[config.mk]
export PLATFORM = sky130hd
export DESIGN_NAME = axi_read_arb
export DESIGN_NICKNAME = d
export VERILOG_FILES = /design/src/rtl/axi_read_arb.sv
export SDC_FILE = /design/constraint.sdc
export NUM_CORES = 1
export LEC_CHECK = 0
export CAP_MARGIN = 40
export CORE_AREA = 10 10 292 294
export CTS_CLUSTER_SIZE = 28
export DETAILED_ROUTE_END_ITERATION = 8
export DIE_AREA = 0 0 302 304
export GPL_ROUTABILITY_DRIVEN = 0
export GPL_TIMING_DRIVEN = 0
export SYNTH_ARGS = -nofsm -noshare
export SYNTH_HDL_FRONTEND = slang
export SYNTH_SLANG_ARGS = --single-unit
[constraint.sdc]
create_clock -name sys_clk -period 7.23 [get_ports sys_clk]
set_input_delay 0.723 -clock sys_clk [delete_from_list [all_inputs] [get_ports sys_clk]]
set_output_delay 0.723 -clock sys_clk [all_outputs]
set_load 0.01 [all_outputs]
[src/rtl/axi_read_arb.sv]
// axi_read_arb: round-robin N-to-1 read command arbiter; the returned stream is
// routed only to the granted client until that command's final beat.
module axi_read_arb #(
    parameter int AXI_ADDR_BITWIDTH = 29,
    parameter int AXI_DATA_BITWIDTH = 128,
    parameter int ARB_NUM = 3
) (
    input  logic                                   sys_clk,
    input  logic                                   sys_rst_n,
    input  logic [ARB_NUM-1:0]                     read_cmd_start,
    output logic [ARB_NUM-1:0]                     read_cmd_done,
    input  logic [ARB_NUM*AXI_ADDR_BITWIDTH-1:0]   read_cmd_addr,
    input  logic [ARB_NUM*AXI_ADDR_BITWIDTH-1:0]   read_cmd_len,
    output logic [ARB_NUM-1:0]                     read_axis_valid,
    input  logic [ARB_NUM-1:0]                     read_axis_ready,
    output logic [ARB_NUM*AXI_DATA_BITWIDTH-1:0]   read_axis_data,
    output logic [ARB_NUM-1:0]                     read_axis_last,
    output logic                                   arb_read_cmd_start,
    input  logic                                   arb_read_cmd_done,
    output logic [AXI_ADDR_BITWIDTH-1:0]           arb_read_cmd_addr,
    output logic [AXI_ADDR_BITWIDTH-1:0]           arb_read_cmd_len,
    input  logic                                   arb_read_axis_valid,
    output logic                                   arb_read_axis_ready,
    input  logic [AXI_DATA_BITWIDTH-1:0]           arb_read_axis_data,
    input  logic                                   arb_read_axis_last
);
    localparam int AW = AXI_ADDR_BITWIDTH;
    localparam int DW = AXI_DATA_BITWIDTH;
    localparam int IW = $clog2(ARB_NUM);
    localparam logic [IW-1:0] LAST_IDX = IW'(ARB_NUM - 1);

    typedef enum logic [1:0] {IDLE, CMD, DATA} state_t;

    state_t        state, state_nx;
    logic [IW-1:0] rr_ptr, rr_nx, grant, grant_nx, win, cand, win_inc, grant_inc;
    logic          found, last_seen, last_nx, start_nx, active, beat_last;
    logic [ARB_NUM-1:0] done_nx;
    logic [AW-1:0] addr_nx, len_nx, win_addr, win_len;

    // First requester at or after rr_ptr, wrapping around.
    always_comb begin
        found = 1'b0;
        win = '0;
        cand = '0;
        for (int i = 0; i < ARB_NUM; i++) begin
            cand = IW'((int'(rr_ptr) + i) % ARB_NUM);
            if (!found && read_cmd_start[cand]) begin
                found = 1'b1;
                win = cand;
            end
        end
    end

    assign win_addr  = read_cmd_addr[int'(win)*AW +: AW];
    assign win_len   = read_cmd_len[int'(win)*AW +: AW];
    assign win_inc   = (win == LAST_IDX) ? '0 : win + IW'(1);
    assign grant_inc = (grant == LAST_IDX) ? '0 : grant + IW'(1);
    assign active    = state != IDLE;
    assign beat_last = arb_read_axis_valid & arb_read_axis_ready & arb_read_axis_last;

    always_comb begin
        read_axis_valid = '0;
        read_axis_last = '0;
        read_axis_data = '0;
        arb_read_axis_ready = active & read_axis_ready[grant];
        for (int i = 0; i < ARB_NUM; i++) begin
            if (active && grant == IW'(i)) begin
                read_axis_valid[i] = arb_read_axis_valid;
                read_axis_last[i] = arb_read_axis_last;
                read_axis_data[i*DW +: DW] = arb_read_axis_data;
            end
        end
    end

    // A pending done pulse blocks the search so a client that has not yet
    // dropped its request is not granted twice for one command.
    always_comb begin
        state_nx = state;
        rr_nx = rr_ptr;
        grant_nx = grant;
        last_nx = last_seen;
        done_nx = '0;
        start_nx = arb_read_cmd_start;
        addr_nx = arb_read_cmd_addr;
        len_nx = arb_read_cmd_len;
        case (state)
            IDLE: begin
                if (found && read_cmd_done == '0) begin
                    done_nx[win] = 1'b1;
                    grant_nx = win;
                    addr_nx = win_addr;
                    len_nx = win_len;
                    start_nx = win_len != '0;
                    state_nx = (win_len != '0) ? CMD : IDLE;
                    rr_nx = (win_len != '0) ? rr_ptr : win_inc;
                end
            end
            CMD: begin
                last_nx = last_seen | beat_last;
                if (arb_read_cmd_done) begin
                    start_nx = 1'b0;
                    state_nx = last_nx ? IDLE : DATA;
                    rr_nx = last_nx ? grant_inc : rr_ptr;
                    last_nx = 1'b0;
                end
            end
            DATA: begin
                if (beat_last) begin
                    state_nx = IDLE;
                    rr_nx = grant_inc;
                end
            end
            default: state_nx = IDLE;
        endcase
    end

    always_ff @(posedge sys_clk or negedge sys_rst_n) begin
        if (!sys_rst_n) begin
            state <= IDLE;
            rr_ptr <= '0;
            grant <= '0;
            last_seen <= 1'b0;
            read_cmd_done <= '0;
            arb_read_cmd_start <= 1'b0;
            arb_read_cmd_addr <= '0;
            arb_read_cmd_len <= '0;
        end else begin
            state <= state_nx;
            rr_ptr <= rr_nx;
            grant <= grant_nx;
            last_seen <= last_nx;
            read_cmd_done <= done_nx;
            arb_read_cmd_start <= start_nx;
            arb_read_cmd_addr <= addr_nx;
            arb_read_cmd_len <= len_nx;
        end
    end
endmodule

==> out/qor.csv <==
stage,metric,value,unit
route,drt_iter0_drc,493,
synth,synth_top_family_by_area,simple AND/OR/NAND/NOR gates,
layout,final_nets,2104,
floorplan,io-pin-count,766,
synth,yosys-top-cells-area,"and2_1 (35%), dfrtp_1 (25%), nand2_1 (7.9%)",
synth,avgSynthCellArea,7.052,µm²
route,wirelength,73.18,mm
layout,final_core_util,20.73,%
route,avgViaCountPerCell,3.657,
setup_path,cp_data_arrival_time,3650,ps
setup_path,crit_required,6510,ps
synth,synth_edf_count,0,
power,leakage,6.237,nW
sta,hold_viol_final,0,
sta,slew_violations,0,
synth,ys.flop_type,dfrtp_1,
synth,ys_seq_area_share,24.58,%
grt,grt-ovfl-total,0,
setup_path,slowest_stage,clkdlybuf4s50_1,
sta,setup-tns-final,0,ps
layout,area_growth,135.1,%
sta,worstMarginPinSlew,948.0,ps
sta,relSlewSlack,36.31,%
layout,nFillCells,9007,
floorplan,dieArea,91810,µm²
setup_path,cp_slowest_stage_delay,810,ps
sta,rsz0062_at_grt,no,
grt,grt_pass1_vias,10800,
floorplan,initial_core_util,8.820,%
placement,dp.cells,2832,
placement,postPlaceCellArea,16150,µm²
grt,grt.total_usage,15.04,%
layout,drive_gt1_share,2.851,%
clock_network,post_cts_resized,0,
clock_network,cts_made_buffers,9,
power,p_per_area,382.4,nW/µm²
setup_path,crit_type,reg -> out,
grt,antenna_found_initial,14,
sta,setup_viol,0,
synth,async_reset_ff_share,100.0,%
clock_network,clkTransAtPathRegs,60,ps
route,antenna_left,0,
placement,hpwl,66.23,mm
synth,syn_inst,996,
sta,clock_skew,14.09,ps
floorplan,num_rows,104,
clock_network,cts_sinks,69,
synth,synthAdderAreaFrac,1.247,%
placement,port_buffers,765,
synth,yosys.area.top_type,and2_1,
synth,synth_compound_area_share,16.71,%
setup_path,cp_max_fo,10,
setup_path,r2r_slack,3130,ps
setup_path,worstSetupStartpointType,flop,
power,ir_drop,0.0001726,V
clock_network,root_buffer,clkbuf_16,
route,route.detailed.drc,0,
grt,grt_max_degree,39,
synth,muxShareOfSynthArea,4.774,%
setup_path,cpMostUsedCell,clkbuf_1,
layout,fin_area,16510,µm²
setup_path,critical_path_buf_inv_count,7,
clock_network,cts_tree,done,
run,maxCapViolations,0,
synth,netlist-cell-type-count,53,
route,dr_total_vias,10440,
synth,synth_nets,1316,
route,first_pass_iters,6,
setup_path,cp_top_family,buffers and inverters,
run_status,status,"complete, no violations",
synth,ys_ff_latch,69,
clock_network,ctsHoldBuffers,0,
synth,synth_xor_area_share,0,%
floorplan,dieHeight,304,µm
floorplan,coreArea,79640,µm²
synth,yosys_warnings,0,
sta,fmax,0.2286,GHz
min_path,holdCritPathClass,in -> async,
floorplan,chipWidth,302,µm
power,power,6.314,mW
setup_path,end_kind,output pin,
clock_network,cts_buffer_depth,2,
sta,post-route-period-util,60.51,%
setup_path,crit_chain,"inv_1, ha_1, clkbuf_1, nor3_1, buf_2, clkbuf_1, buf_8, clkbuf_1, and2_1, clkdlybuf4s50_1",
synth,yosysTopAreaCellShare,34.91,%
grt,grt_pass1_wl,95.68,mm
layout,final_cells,2856,
route,routedWlPerCell,25.62,µm
clock_network,insertion_delay,360,ps
synth,yosys.area_share.simple,47.61,%
synth,syn_area,7024,µm²
clock_network,cts_setup_buffers,0,
clock_network,htree_levels,3,
sta,min_period,4375,ps
==> cells by family after synthesis <==
family / count (synthesis)
mux: 30
buf+inv: 90
simple gates: 602
compound gates: 198
flops: 69
fa+ha+maj: 7
==> report_power, final <==
group	total, mW	leakage [nW]	switching [mW]	internal, mW
Clock	0.530	0.163	0.192	0.337
Sequential	0.702	0.863	0.116	0.586
Combinational	5.08	5.21	2.91	2.17
==> layout by cell type, fill, tap and decap left out, drive strengths merged, types with 7 or more instances in the layout <==
cell / instances
inv: 8
mux2i: 18
mux2: 12
diode: 7
a21oi: 87
ha: 7
nor2: 21
dfrtp: 69
and2: 392
buf: 23
clkdlybuf4s50: 764
o21ai: 67
nand2: 148
clkbuf: 82
nor3: 14
==> flip-flops by register name, indices dropped and copies added, names as in the netlist <==
signal / cells
arb_read_cmd_addr: 29
arb_read_cmd_len: 29
arb_read_cmd_start: 1
grant: 2
last_seen: 1
read_cmd_done: 3
rr_ptr: 2
state: 2
==> worst paths after layout <==
path,startpoint,endpoint,cells past startpoint
max,state[0],read_axis_data[99],10
min,sys_rst_n,arb_read_cmd_addr[0],1
max reg2reg,rr_ptr[1],arb_read_cmd_len[25],13
min reg2reg,arb_read_cmd_addr[10],arb_read_cmd_addr[10],2
max in group asynchronous,sys_rst_n,arb_read_cmd_len[23],2
min in group sys_clk,arb_read_cmd_addr[10],arb_read_cmd_addr[10],2
==> stage by stage <==
step | setup slack [ps] | hold slack [ps]
after floorplan | 4256 | 427.4
after detailed placement | 2718 | 470.0
after CTS | 2397 | 311.1
after global routing | 2467 | 332.7
final | 2855 | 315.8
after global placement | 2103 | 462.2
==> layer usage <==
layer / global-route usage (%) / up-vias / share of wire (%)
met1: 15.92 / 4908 / 37
met5: 0 / - / 0.037
met2: 27.12 / 586 / 50
met4: 5.378 / 4 / 3.7
met3: 5.183 / 86 / 8.9
li1: - / 4859 / -
==> final cells by class <==
class                           count  area, µm²  share of cell area (%)
Antenna cell                        7      17.52                  0.1061
Timing Repair Buffer              777       7802                   47.26
Clock inverter                      6      111.4                  0.6744
Clock buffer                       10      229.0                   1.387
Multi-Input combinational cell    837       4941                   29.93
Sequential cell                    69       1727                   10.46
Tap cell                         1060       1326                   8.033
Buffer                             82      326.6                   1.978
Inverter                            8      30.03                  0.1819
==> cells in the mapped netlist (all sizes together), types with 2 or more instances <==
| master | number |
|---|---|
| o2bb2ai | 4 |
| nand3b | 3 |
| nand2b | 2 |
| o32ai | 2 |
| buf | 10 |
| mux2i | 18 |
| mux2 | 12 |
| nor3 | 14 |
| a211oi | 3 |
| nor3b | 2 |
| ha | 7 |
| o41ai | 4 |
| nor2b | 2 |
| nand3 | 2 |
| a21oi | 87 |
| o21ai | 67 |
| a221o | 4 |
| o31ai | 2 |
| a31oi | 6 |
| nand4b | 2 |
| and2 | 392 |
| a22oi | 5 |
| a21o | 2 |
| or3 | 2 |
| o21a | 3 |
| nand2 | 148 |
| clkbuf | 72 |
| nor4 | 6 |
| nor2 | 21 |
| dfrtp | 69 |
| inv | 8 |
==> worst reg2reg max path: cells and delay by family, from the launching register on <==
family	cells	cell delay (ps)
buffers and inverters	6	1780
AO/OA/AOI/OAI	4	910
flip-flops	1	400
AND/OR/NAND/NOR	1	390
multiplexers	1	380
adder cells (fa/ha/maj)	1	160
No activity file was read; power rests on OpenSTA's default activity.
